$ cat src/rtl/imm_encoder.sv
// rtl/imm_encoder.sv - two-stage RV32I immediate packer for I/S/B/U/J into instr[31:7]
// Optional range/alignment checking of the immediate is enabled by defining IMM_RANGE_CHK_EN.
module imm_encoder #(
    parameter int CNT_W = 16
) (
    input  logic             clk,
    input  logic             reset,
    input  logic             in_valid,
    output logic             in_ready,
    input  logic [4:0]       Op,
    input  logic [31:0]      Imm,
    input  logic [24:0]      Base,
    output logic             out_valid,
    input  logic             out_ready,
    output logic [24:0]      DataOut,
    output logic             out_err,
    output logic             err_sticky,
    output logic [CNT_W-1:0] enc_count
);

    typedef enum logic [2:0] {
        FMT_I   = 3'd0,
        FMT_S   = 3'd1,
        FMT_B   = 3'd2,
        FMT_U   = 3'd3,
        FMT_J   = 3'd4,
        FMT_BAD = 3'd5
    } fmt_t;

    function automatic fmt_t decode_fmt(input logic [4:0] op);
        case (op)
            5'b00000, 5'b00100, 5'b11001: decode_fmt = FMT_I;
            5'b01000:                     decode_fmt = FMT_S;
            5'b11000:                     decode_fmt = FMT_B;
            5'b01101, 5'b00101:           decode_fmt = FMT_U;
            5'b11011:                     decode_fmt = FMT_J;
            default:                      decode_fmt = FMT_BAD;
        endcase
    endfunction

    logic             r_s1_v;
    fmt_t             r_s1_fmt;
    logic [31:0]      r_s1_imm;
    logic [24:0]      r_s1_base;
    logic             r_s2_v;
    logic [24:0]      r_s2_data;
    logic             r_s2_err;
    logic             r_sticky;
    logic [CNT_W-1:0] r_cnt;

    logic             w_s1_adv;
    logic             w_s2_adv;
    logic             w_xfer;
    logic [31:7]      w_instr;
    logic             w_fmt_err;
    logic             w_rng_err;

    // A stage may load when it is empty or its contents move on this cycle.
    assign w_s2_adv  = !r_s2_v || out_ready;
    assign w_s1_adv  = !r_s1_v || w_s2_adv;
    assign w_xfer    = r_s2_v && out_ready;

    assign in_ready   = w_s1_adv;
    assign out_valid  = r_s2_v;
    assign DataOut    = r_s2_data;
    assign out_err    = r_s2_err;
    assign err_sticky = r_sticky;
    assign enc_count  = r_cnt;

    always_comb begin
        w_instr   = r_s1_base;
        w_fmt_err = 1'b0;
        case (r_s1_fmt)
            FMT_I: w_instr[31:20] = r_s1_imm[11:0];
            FMT_S: begin
                w_instr[31:25] = r_s1_imm[11:5];
                w_instr[11:7]  = r_s1_imm[4:0];
            end
            FMT_B: begin
                w_instr[31]    = r_s1_imm[12];
                w_instr[30:25] = r_s1_imm[10:5];
                w_instr[11:8]  = r_s1_imm[4:1];
                w_instr[7]     = r_s1_imm[11];
            end
            FMT_U: w_instr[31:12] = r_s1_imm[31:12];
            FMT_J: begin
                w_instr[31]    = r_s1_imm[20];
                w_instr[30:21] = r_s1_imm[10:1];
                w_instr[20]    = r_s1_imm[11];
                w_instr[19:12] = r_s1_imm[19:12];
            end
            default: w_fmt_err = 1'b1;
        endcase
    end

`ifdef IMM_RANGE_CHK_EN
    logic signed [31:0] w_simm;
    assign w_simm = r_s1_imm;

    always_comb begin
        w_rng_err = 1'b0;
        case (r_s1_fmt)
            FMT_I, FMT_S: w_rng_err = (w_simm < -32'sd2048) || (w_simm > 32'sd2047);
            FMT_B: w_rng_err = (w_simm < -32'sd4096) || (w_simm > 32'sd4094) || r_s1_imm[0];
            FMT_U: w_rng_err = |r_s1_imm[11:0];
            FMT_J: w_rng_err = (w_simm < -32'sd1048576) || (w_simm > 32'sd1048574) || r_s1_imm[0];
            default: w_rng_err = 1'b0;
        endcase
    end
`else
    assign w_rng_err = 1'b0;
`endif

    always_ff @(posedge clk or posedge reset) begin
        if (reset) begin
            r_s1_v    <= 1'b0;
            r_s1_fmt  <= FMT_BAD;
            r_s1_imm  <= '0;
            r_s1_base <= '0;
        end else if (w_s1_adv) begin
            r_s1_v <= in_valid;
            if (in_valid) begin
                r_s1_fmt  <= decode_fmt(Op);
                r_s1_imm  <= Imm;
                r_s1_base <= Base;
            end
        end
    end

    always_ff @(posedge clk or posedge reset) begin
        if (reset) begin
            r_s2_v    <= 1'b0;
            r_s2_data <= '0;
            r_s2_err  <= 1'b0;
        end else if (w_s2_adv) begin
            r_s2_v <= r_s1_v;
            if (r_s1_v) begin
                r_s2_data <= w_instr;
                r_s2_err  <= w_fmt_err || w_rng_err;
            end
        end
    end

    always_ff @(posedge clk or posedge reset) begin
        if (reset) begin
            r_cnt    <= '0;
            r_sticky <= 1'b0;
        end else if (w_xfer) begin
            r_cnt <= r_cnt + {{(CNT_W-1){1'b0}}, 1'b1};
            if (r_s2_err) begin
                r_sticky <= 1'b1;
            end
        end
    end

endmodule

$ cat config.mk
export PLATFORM = sky130hd
export DESIGN_NAME = imm_encoder
export DESIGN_NICKNAME = d
export VERILOG_FILES = /design/src/rtl/imm_encoder.sv
export SDC_FILE = /design/constraint.sdc
export NUM_CORES = 1
export LEC_CHECK = 0
export ABC_AREA = 1
export ABC_CLOCK_PERIOD_IN_PS = 9200
export CORE_MARGIN = 3
export CORE_UTILIZATION = 54
export DETAILED_ROUTE_END_ITERATION = 7
export PLACE_DENSITY = 0.95
export SETUP_SLACK_MARGIN = 0.05
export SYNTH_ARGS = -nofsm -noshare
export SYNTH_HDL_FRONTEND = slang
export SYNTH_SLANG_ARGS = --single-unit
$ cat constraint.sdc
create_clock -name clk -period 9.2 [get_ports clk]
set_clock_uncertainty 0.15 [all_clocks]
set_input_delay 1.38 -clock clk [delete_from_list [all_inputs] [get_ports clk]]
set_output_delay 1.38 -clock clk [all_outputs]
set_load 0.02 [all_outputs]
==> key figures, run 1 <==
Floorplan
  – Die span in y: 98.7 µm
  – Die area: 9740 µm²
  – Die W: 98.7 µm
  – Ports: 111
  – Core Region: 8300 µm²
  – Core Rows: 33
  – Initial cell density of the core: 55.9%

Clock network
  – CTS sink cnt: 105
  – Num CTS Buffers: 9
  – Clock Tree Buf Depth: 2
  – Root Driver: clkbuf_8
  – Hold_buf cts: 0
  – Reg clk slew, reported paths: 100 ps
  – CTS tree: yes
  – Clk Latency, worst-skew pair: 360 ps
  – Number of H-tree levels: 3
  – Post-CTS Setup Inserts: 0
  – CTS resizes: 0

Pwr
  – Clock share of power: 22.7%
  – Net Sw Frac: 33.9%
  – Maximum vdd drop: 0.136 mV
  – Sequential power share: 46.2%
  – Internal: 903 µW
  – P_sw: 464 µW
  – Pwr dens: 229 nW/µm²
  – Leak Pwr: 2.89 nW
  – Gate power share: 31.1%

Synthesis
  – Number of synthesized flops with an enable pin: 0
  – Synth Register Bits: 105
  – Synth Instances: 554
  – Syn_nets: 621
  – Post-synthesis sequential area ratio: 56.7%
  – Async SR Flop Fraction: 100%
  – Largest family of logic cells by synthesized area: simple AND/OR/NAND/NOR gates
  – Synth Area in XOR/XNOR: 1.89%
  – Yosys cell types: 32
  – Synth warnings: 0
  – Mapped Avg Cell Area: 8.38 µm²
  – Mapped Area: 4640 µm²
  – Synth Area in Compound Gates: 8.11%
  – Mux cell area share after synthesis: 0%
  – Post-Synth Adder-Cell Area: 0.270%
  – Ys flop type: dfrtp_1
  – Simple-gate share of the synthesized area: 28.1%

Final layout
  – Final nets: 724
  – Final instance area: 5980 µm²
  – Diodes inserted: 0
  – Fill cells: 591
  – Area Growth Syn to Fin: 28.8%
  – Layout cells sized above 1: 5.44%

Timing
  – Measured slew at the worst slew-check pin: 1030 ps
  – Setup-failing EPs final: 0
  – Shortest period the worst path allows: 4190 ps
  – FMAX: 0.238 GHz
  – Min Hold Slack: 319 ps
  – RSZ-0062 raised after global routing: false
  – Pins Over Slew Limit: 0
  – Final TNS setup: 0 ps
  – Final hold vios: 0
  – Slew margin rel.: 31.1%
  – Final period utilization: 45.6%

Detailed routing
  – DR WL/cell: 14.5 µm
  – Final wirelength: 11100 µm
  – DRC: 0
  – Pre-antenna DRT Iters: 5
  – Starting DRT DRC Count: 200
  – Routed vias: 4104
  – Vias per cell: 5.35
  – Post-route antenna net violation count: 0

Critical path
  – CP Max Fanout: 3
  – Critical Path RT: 7670 ps
  – Crit path capture type: output port
  – Crit path DAT: 2660 ps
  – CP Class: primary input to output port
  – Crit path cell chain: clkdlybuf4s50_1, inv_1, nand3_2, clkdlybuf4s50_1
  – CP Launch Type: primary input
  – Critical Path Max Stage Delay: 610 ps
  – Slowest cell on crit path: clkdlybuf4s50_1
  – CP most frequent cell: clkdlybuf4s50_1

Global routing
  – Largest net degree at the start of global routing: 68
  – First-pass GRT wire length: 18600 µm
  – Number of antenna violations at the first check in global routing: 0
  – Gr ovfl total: 0
  – Number of global-route vias before repair: 4034
  – GR Util All Layers: 23.6%

Placement
  – Post-DP HPWL: 7850 µm
  – Port bufs: 110
  – Post-DP Area: 5770 µm²
  – Gpl congestion: 0.807

Hold path
  – Worst min path class: flop to flop

Outcome
  – Status: finished clean

Run
  – Max-cap viol count: 0
[state kept, by name, summed over array words and instances (netlist names), 3 cells and up]
name       count
r_s1_fmt       3
r_s1_base     25
r_s1_imm      32
enc_count     16
DataOut       25
[area by class of cell]
type / instances / area [µm²] / share of cell area (%)
clock buffers: 12 / 135 / 2.26
clock inverters: 4 / 76.3 / 1.28
inverters: 28 / 108 / 1.80
multi-input cells: 401 / 1780 / 29.8
flip-flops and latches: 105 / 2630 / 44.0
well taps: 105 / 131 / 2.20
repair buffers: 112 / 1120 / 18.7
[layout by cell type, fill, tap and decap left out, drive strengths merged]
master         netlist  layout
a21o                 1       1
a21oi               34      34
a31oi                1       1
buf                 18       2
bufinv               0       2
clkbuf               2      12
clkdlybuf4s50        0     110
clkinvlp             0       1
dfrtp              103     103
dfstp                2       2
ha                   1       1
inv                 28      29
nand2              257     257
nand3               18      18
nand3b               1       1
nand4                6       6
nor2                38      38
nor3                 2       2
o211ai               1       1
o21ai               27      27
o22a                 4       4
xnor2                6       6
xor2                 4       4
[path summary, 6_finish.rpt]
path / startpoint / to / slack, ps / cells after the start
hold reg to reg: err_sticky$_DFFE_PP0P_ / err_sticky$_DFFE_PP0P_ / 320 / 1
hold / removal: err_sticky$_DFFE_PP0P_ / err_sticky$_DFFE_PP0P_ / 320 / 1
setup / recovery: out_ready / in_ready / 5010 / 4
max in group asynchronous: reset / enc_count[10]$_DFFE_PP0P_ / 6500 / 3
min in group asynchronous: reset / DataOut[10]$_DFFE_PP0P_ / 1310 / 2
setup reg to reg: out_valid$_DFFE_PP0P_ / r_s1_base[14]$_DFFE_PP0P_ / 6450 / 4
[Yosys cell counts, types with 2 or more instances]
cell type	instances	area, µm²
buf_2	10	50.1
inv_1	24	90.1
buf_4	4	30.0
nand2_1	251	942
inv_2	4	15.0
xor2_1	4	35.0
nand4_1	6	37.5
nand3_1	17	85.1
nor3_1	2	10.0
a21oi_1	34	170
nor2_4	3	33.8
o21ai_1	5	25.0
o21ai_0	20	100
clkbuf_1	2	7.51
nand2_2	5	31.3
buf_6	3	33.8
o22a_1	4	35.0
xnor2_1	6	52.6
nor2_1	33	124
nor2_2	2	12.5
dfrtp_1	103	2580
dfstp_2	2	52.6
[kinds of logic (layout without fill, tap and decap cells)]
family                     after synthesis  count (layout)
DFF                                    105             105
buffers and inverters                   48             156
and+or+nand+nor                        322             322
adders and majority gates                1               1
xor gates and xnor gates                10              10
AOI/OAI and AO/OA                       68              68
[through the flow]
stage	util (%)	worst slack (ps)	instances	total power [mW]
after CTS	72.0	5000	767	1.37
after global placement	69.5	5060	751	1.05
after floorplan	-	4910	554	0.866
final	72.0	5010	767	1.37
after global routing	72.0	4960	767	1.44
after detailed placement	69.5	4910	751	1.07
[metal layers]
metal	track usage, %	wire [µm]	vias to the layer above
li1	-	-	1949
met1	32.0	4580	1963
met2	38.9	5580	175
met3	5.02	839	17
met4	6.20	130	0
met5	0	0	-
[critical path, delay by kind of cell]
family,cells,cell delay (ps)
buffers and inverters,3,1200
AND/OR/NAND/NOR,1,90
[power by group through the flow]
stage / Clock, mW / Sequential, mW / Combinational [mW]
final: 0.310 / 0.631 / 0.425
after global routing: 0.330 / 0.644 / 0.466
after CTS: 0.314 / 0.631 / 0.430
after detailed placement: 0 / 0.639 / 0.427
after global placement: 0 / 0.633 / 0.413
after floorplan: 0 / 0.690 / 0.175
(Power assumes the default switching activity.)
==> inputs of run 2 (changes only) <==
Settings changed: ABC_CLOCK_PERIOD_IN_PS 9200 to 4300, CORE_UTILIZATION 54 to 50, PLACE_DENSITY 0.95 to 0.89.
Clock period 9.2 ns to 4.3 ns, I/O delays scaled along.
==> run 2 against run 1 <==
  * Sequential share of layout area hardly changed
  * Via count shrank 2.2%
  * Core utilization is 4.4 points lower
  * Flip-flop and latch count unchanged
  * Cell area about the same
  * Count of clock-buffer cells in the layout is 1 lower
  * Die area grew 7.5%
  * Hold slack gained 18 ps
  * Combinational power rose by 110%
  * Critical path depth unchanged
  * Highest routed layer unchanged
==> key figures, run 2 (synthesized netlist as in run 1, its figures left out) <==
Timing
  – Measured slew at the worst slew-check pin: 1060 ps
  – Slew margin rel.: 29.5%
  – Shortest period the worst path allows: 2700 ps
  – Final period utilization: 62.9%
  – Final hold vios: 0
  – Pins Over Slew Limit: 0
  – Final TNS setup: 0 ps
  – FMAX: 0.370 GHz
  – Setup-failing EPs final: 0
  – RSZ-0062 raised after global routing: false

Pwr
  – Pwr dens: 476 nW/µm²
  – Maximum vdd drop: 0.255 mV
  – Leak Pwr: 2.89 nW

Floorplan
  – Die span in y: 102 µm
  – Die area: 10500 µm²
  – Die W: 102 µm
  – Ports: 111
  – Core Region: 8850 µm²
  – Core Rows: 34
  – Initial cell density of the core: 52.5%

Placement
  – Gpl congestion: 0.830
  – Post-DP HPWL: 7870 µm
  – DP Cell Count: 755
  – Port bufs: 110

Critical path
  – CP Max Fanout: 3
  – CP Class: primary input to output port
  – Crit path DAT: 1910 ps
  – Critical Path RT: 3500 ps
  – Crit path capture type: output port
  – CP Launch Type: primary input

Detailed routing
  – Post-route antenna net violation count: 0
  – DR WL/cell: 14.3 µm
  – Final wirelength: 11000 µm
  – DRC: 0
  – Routed vias: 4015
  – Vias per cell: 5.21
  – Starting DRT DRC Count: 206
  – Pre-antenna DRT Iters: 4

Clock network
  – CTS sink cnt: 105
  – Clk Latency, worst-skew pair: 360 ps
  – Root Driver: clkbuf_8
  – Clock Tree Buf Depth: 2
  – CTS tree: yes
  – Post-CTS Setup Inserts: 0
  – Number of H-tree levels: 3
  – Num CTS Buffers: 9
  – Reg clk slew, reported paths: 100 ps
  – Hold_buf cts: 0
  – CTS resizes: 0

Final layout
  – Fill cells: 704
  – Diodes inserted: 0
  – Max reg flops: 32
  – Area Growth Syn to Fin: 28.9%
  – Largest register by flop count: r_s1_imm
  – Final nets: 725
  – Most frequent cells in the layout: nand2_1, clkdlybuf4s50_1, dfrtp_1, a21oi_1, nor2_1
  – Fin cells: 771
  – Layout cells sized above 1: 6.03%
  – Most common cell after layout, fill and taps aside: nand2_1

Global routing
  – Met1 GRT Util: 29.3%
  – GR Util All Layers: 22.0%
  – Global route hottest layer: met2
  – Global Route met3 Usage: 3.07%
  – First-pass GRT wire length: 18400 µm
  – Grt met2 use: 37.4%
  – Number of antenna violations at the first check in global routing: 0
  – Number of global-route vias before repair: 4047
  – Gr ovfl total: 0
  – Largest net degree at the start of global routing: 68

Run
  – Max-cap viol count: 0

Hold path
  – Worst min path class: flop to flop

Outcome
  – Status: finished clean
-- run 2: power by group --
part	switching (mW)	internal, mW	leakage, nW
logic	0.498	0.409	1.52
registers	0.160	1.19	1.28
clock network	0.340	0.245	0.0878
-- run 2: stage by stage --
step | power (mW) | area [µm²] | utilization, % | setup WS (ps) | hold slack [ps]
6_report | 2.85 | 5980 | 67.6 | 1600 | 337
5_1_grt | 3.02 | 5980 | 67.6 | 1550 | 355
4_1_cts | 2.86 | 5980 | 67.6 | 1590 | 337
3_5_place_dp | 2.28 | 5790 | 65.4 | 1600 | 315
3_3_place_gp | 2.25 | 5790 | 65.4 | 1620 | 308
2_1_floorplan | 1.85 | 4640 | - | 748 | 294
-- run 2: per-layer routing --
layer  wire, µm  up-vias  part of all wire, %
met4        150        0                  1.4
met1       4790     1920                   43
met3        603       16                  5.5
met5          0        -                    0
met2       5480      129                   50
li1           -     1950                    -
-- run 2: worst max-delay path, cell delays in order --
cell and delay, ps:
clkdlybuf4s50_1 500, inv_1 70, nand3_2 90, clkdlybuf4s50_1 610
-- run 2: area by class of cell --
cell class                 count  area, µm²  share of cell area [%]
sequential                   105       2630                    44.0
multi-input combinational    401       1780                    29.8
timing repair buffer         113       1140                    19.0
clock buffer                  11        151                    2.53
tap                          108        135                    2.26
inverter                      28        108                    1.80
clock inverter                 5       40.0                   0.669
-- run 2: worst paths after layout --
path,endpoint,slack [ps],cells past startpoint,start
max,in_ready,1600,4,out_ready
min,r_s1_base[18]$_DFFE_PP0P_,340,2,r_s1_base[18]$_DFFE_PP0P_
max reg2reg,r_s1_fmt[2]$_DFFE_PP1P_,2400,5,out_valid$_DFFE_PP0P_
min reg2reg,r_s1_base[18]$_DFFE_PP0P_,340,2,r_s1_base[18]$_DFFE_PP0P_
max in group asynchronous,r_s1_fmt[2]$_DFFE_PP1P_,2650,3,reset
min in group asynchronous,enc_count[3]$_DFFE_PP0P_,570,2,reset
==> inputs of run 3 (changes only) <==
Settings changed: ABC_CLOCK_PERIOD_IN_PS 4300 to 2210, CORE_UTILIZATION 50 to 45, PLACE_DENSITY 0.89 to 0.85.
Clock period 4.3 ns to 2.21 ns, I/O delays scaled along.
==> run 3 against run 2 <==
  * Clock power up 88%
  * Highest routed layer unchanged
  * Largest power group unchanged
  * Die area up 10%
  * Via count decreased by 0.32%
  * Core utilization down 6.5 points
  * Hold slack worse by 51 ps
==> key figures, run 3 (synthesized netlist as in run 1, its figures left out) <==
Critical path
  – Critical Path RT: 1730 ps
  – CP Class: primary input to output port
  – Crit path capture type: output port
  – Reg-to-Reg End: enc_count[10]$_DFFE_PP0P_
  – CP Max Fanout: 3
  – Critical Path Max Stage Delay: 610 ps
  – R2R Setup Slk: 540 ps
  – R2r startpoint: enc_count[1]$_DFFE_PP0P_
  – Bufs and invs on worst path: 3
  – Worst path depth: 4
  – CP most frequent cell: clkdlybuf4s50_1
  – Slowest cell on crit path: clkdlybuf4s50_1
  – R2R cell count: 7
  – CP Launch Type: primary input
  – Crit path capture: in_ready
  – Crit path DAT: 1600 ps
  – Critical Path Start: out_ready
  – CP top delay family: buffers and inverters
  – Crit path cell chain: clkdlybuf4s50_1, inv_1, nand3_2, clkdlybuf4s50_1

Floorplan
  – Die area: 11600 µm²
  – Initial cell density of the core: 46.8%
  – Die span in y: 108 µm
  – Core Region: 9910 µm²
  – Die W: 108 µm
  – Core Rows: 36
  – Ports: 111

Timing
  – Shortest period the worst path allows: 2080 ps
  – FMAX: 0.481 GHz
  – Final period utilization: 94.2%
  – Setup-failing EPs final: 0
  – Final hold vios: 0
  – Final TNS setup: 0 ps
  – Setup WS post-layout: 129 ps
  – Pins Over Slew Limit: 0
  – Slew margin rel.: 62.4%
  – RSZ-0062 raised after global routing: false
  – Measured slew at the worst slew-check pin: 564 ps
  – Min Hold Slack: 286 ps

Clock network
  – Clk Latency, worst-skew pair: 370 ps
  – Post-CTS Setup Inserts: 0
  – Clock Tree Buf Depth: 2
  – Number of H-tree levels: 3
  – CTS sink cnt: 105
  – Reg clk slew, reported paths: 100 ps
  – Hold_buf cts: 0
  – Num CTS Buffers: 9
  – CTS resizes: 0
  – CTS tree: yes
  – Root Driver: clkbuf_8

Placement
  – Pre-CTS setup slack: 139 ps
  – Port bufs: 110
  – Gpl congestion: 0.802
  – DP Cell Count: 786
  – Post-DP Area: 5880 µm²
  – Post-DP HPWL: 8200 µm

Final layout
  – Most common cell after layout, fill and taps aside: nand2_1
  – Most frequent cells in the layout: nand2_1, clkdlybuf4s50_1, dfrtp_1, a21oi_1, nor2_1
  – Fill cells: 883
  – Final nets: 731
  – Largest register by flop count: r_s1_imm
  – Sequential cell area: 2630 µm²
  – Final instance area: 6060 µm²
  – Multi-input gate area: 1780 µm²
  – Fin cells: 802
  – Area Growth Syn to Fin: 30.5%
  – Diodes inserted: 0
  – Core Util, Final: 61.1%
  – Max reg flops: 32
  – Layout cells sized above 1: 6.88%

Detailed routing
  – DRC: 0
  – DR WL/cell: 14.0 µm
  – Pre-antenna DRT Iters: 5
  – Vias per cell: 4.99
  – Final wirelength: 11200 µm
  – Routed vias: 4002
  – Starting DRT DRC Count: 204
  – Post-route antenna net violation count: 0

Hold path
  – Worst min path class: primary input to async pin

Global routing
  – Grt met2 use: 33.0%
  – Number of antenna violations at the first check in global routing: 0
  – Largest net degree at the start of global routing: 106
  – Number of global-route vias before repair: 3877
  – First-pass GRT wire length: 18700 µm
  – Gr ovfl total: 0
  – Global Route met3 Usage: 3.72%
  – Global route hottest layer: met2
  – Met1 GRT Util: 27.9%
  – GR Util All Layers: 20.2%

Run
  – Max-cap viol count: 0

Pwr
  – Internal: 3.56 mW
  – Pwr dens: 911 nW/µm²
  – P_sw: 1.97 mW
  – Maximum vdd drop: 0.464 mV
  – Net Sw Frac: 35.6%
  – Clock share of power: 19.9%
  – Gate power share: 32.5%
  – Sequential power share: 47.7%
  – Leak Pwr: 2.92 nW
  – Total power: 5.52 mW

Outcome
  – Status: finished clean
run 3: cell count changes in the layout (fill, tap and decap cells not counted), sizes merged:
cell	previous run	this run
buf	3	9
clkbuf	11	9
clkinv	2	3
inv	28	29
run 3: final cells by class:
cell class | count | area share [%]
tap | 133 | 2.75
sequential | 105 | 43.4
clock inverter | 7 | 0.888
multi-input combinational | 401 | 29.4
inverter | 28 | 1.80
clock buffer | 9 | 2.04
timing repair buffer | 119 | 19.7
run 3: worst register-to-register path, stage by stage (launching register included):
cell and delay, ps:
dfrtp_1 420, ha_1 230, nand3_1 120, nor2_2 170, nand2_1 110, nor2_1 140, xnor2_1 140, inv_1 60
run 3: how the worst min path moves through the flow:
stage / from / endpoint / slack, ps / depth (start not counted)
global placement: err_sticky$_DFFE_PP0P_ / err_sticky$_DFFE_PP0P_ / 290 / 1
global route: Base[0] / r_s1_base[0]$_DFFE_PP0P_ / 340 / 3
CTS: Base[9] / r_s1_base[9]$_DFFE_PP0P_ / 330 / 3
finish: reset / r_s1_base[19]$_DFFE_PP0P_ / 290 / 3
floorplan: Base[0] / r_s1_base[0]$_DFFE_PP0P_ / 290 / 2
detailed placement: err_sticky$_DFFE_PP0P_ / err_sticky$_DFFE_PP0P_ / 310 / 1
run 3: power by group through the flow:
stage | registers [mW] | logic, mW | clock network [mW]
floorplan | 2.87 | 0.730 | 0
global placement | 2.65 | 1.74 | 0
detailed placement | 2.66 | 1.81 | 0
CTS | 2.63 | 1.82 | 1.12
global route | 2.68 | 1.97 | 1.20
finish | 2.63 | 1.79 | 1.10
run 3: routing by layer:
metal | wire length (µm) | part of all wire (%)
met5 | 0 | 0
met4 | 122 | 1.1
met2 | 5480 | 49
met3 | 604 | 5.4
met1 | 4990 | 45
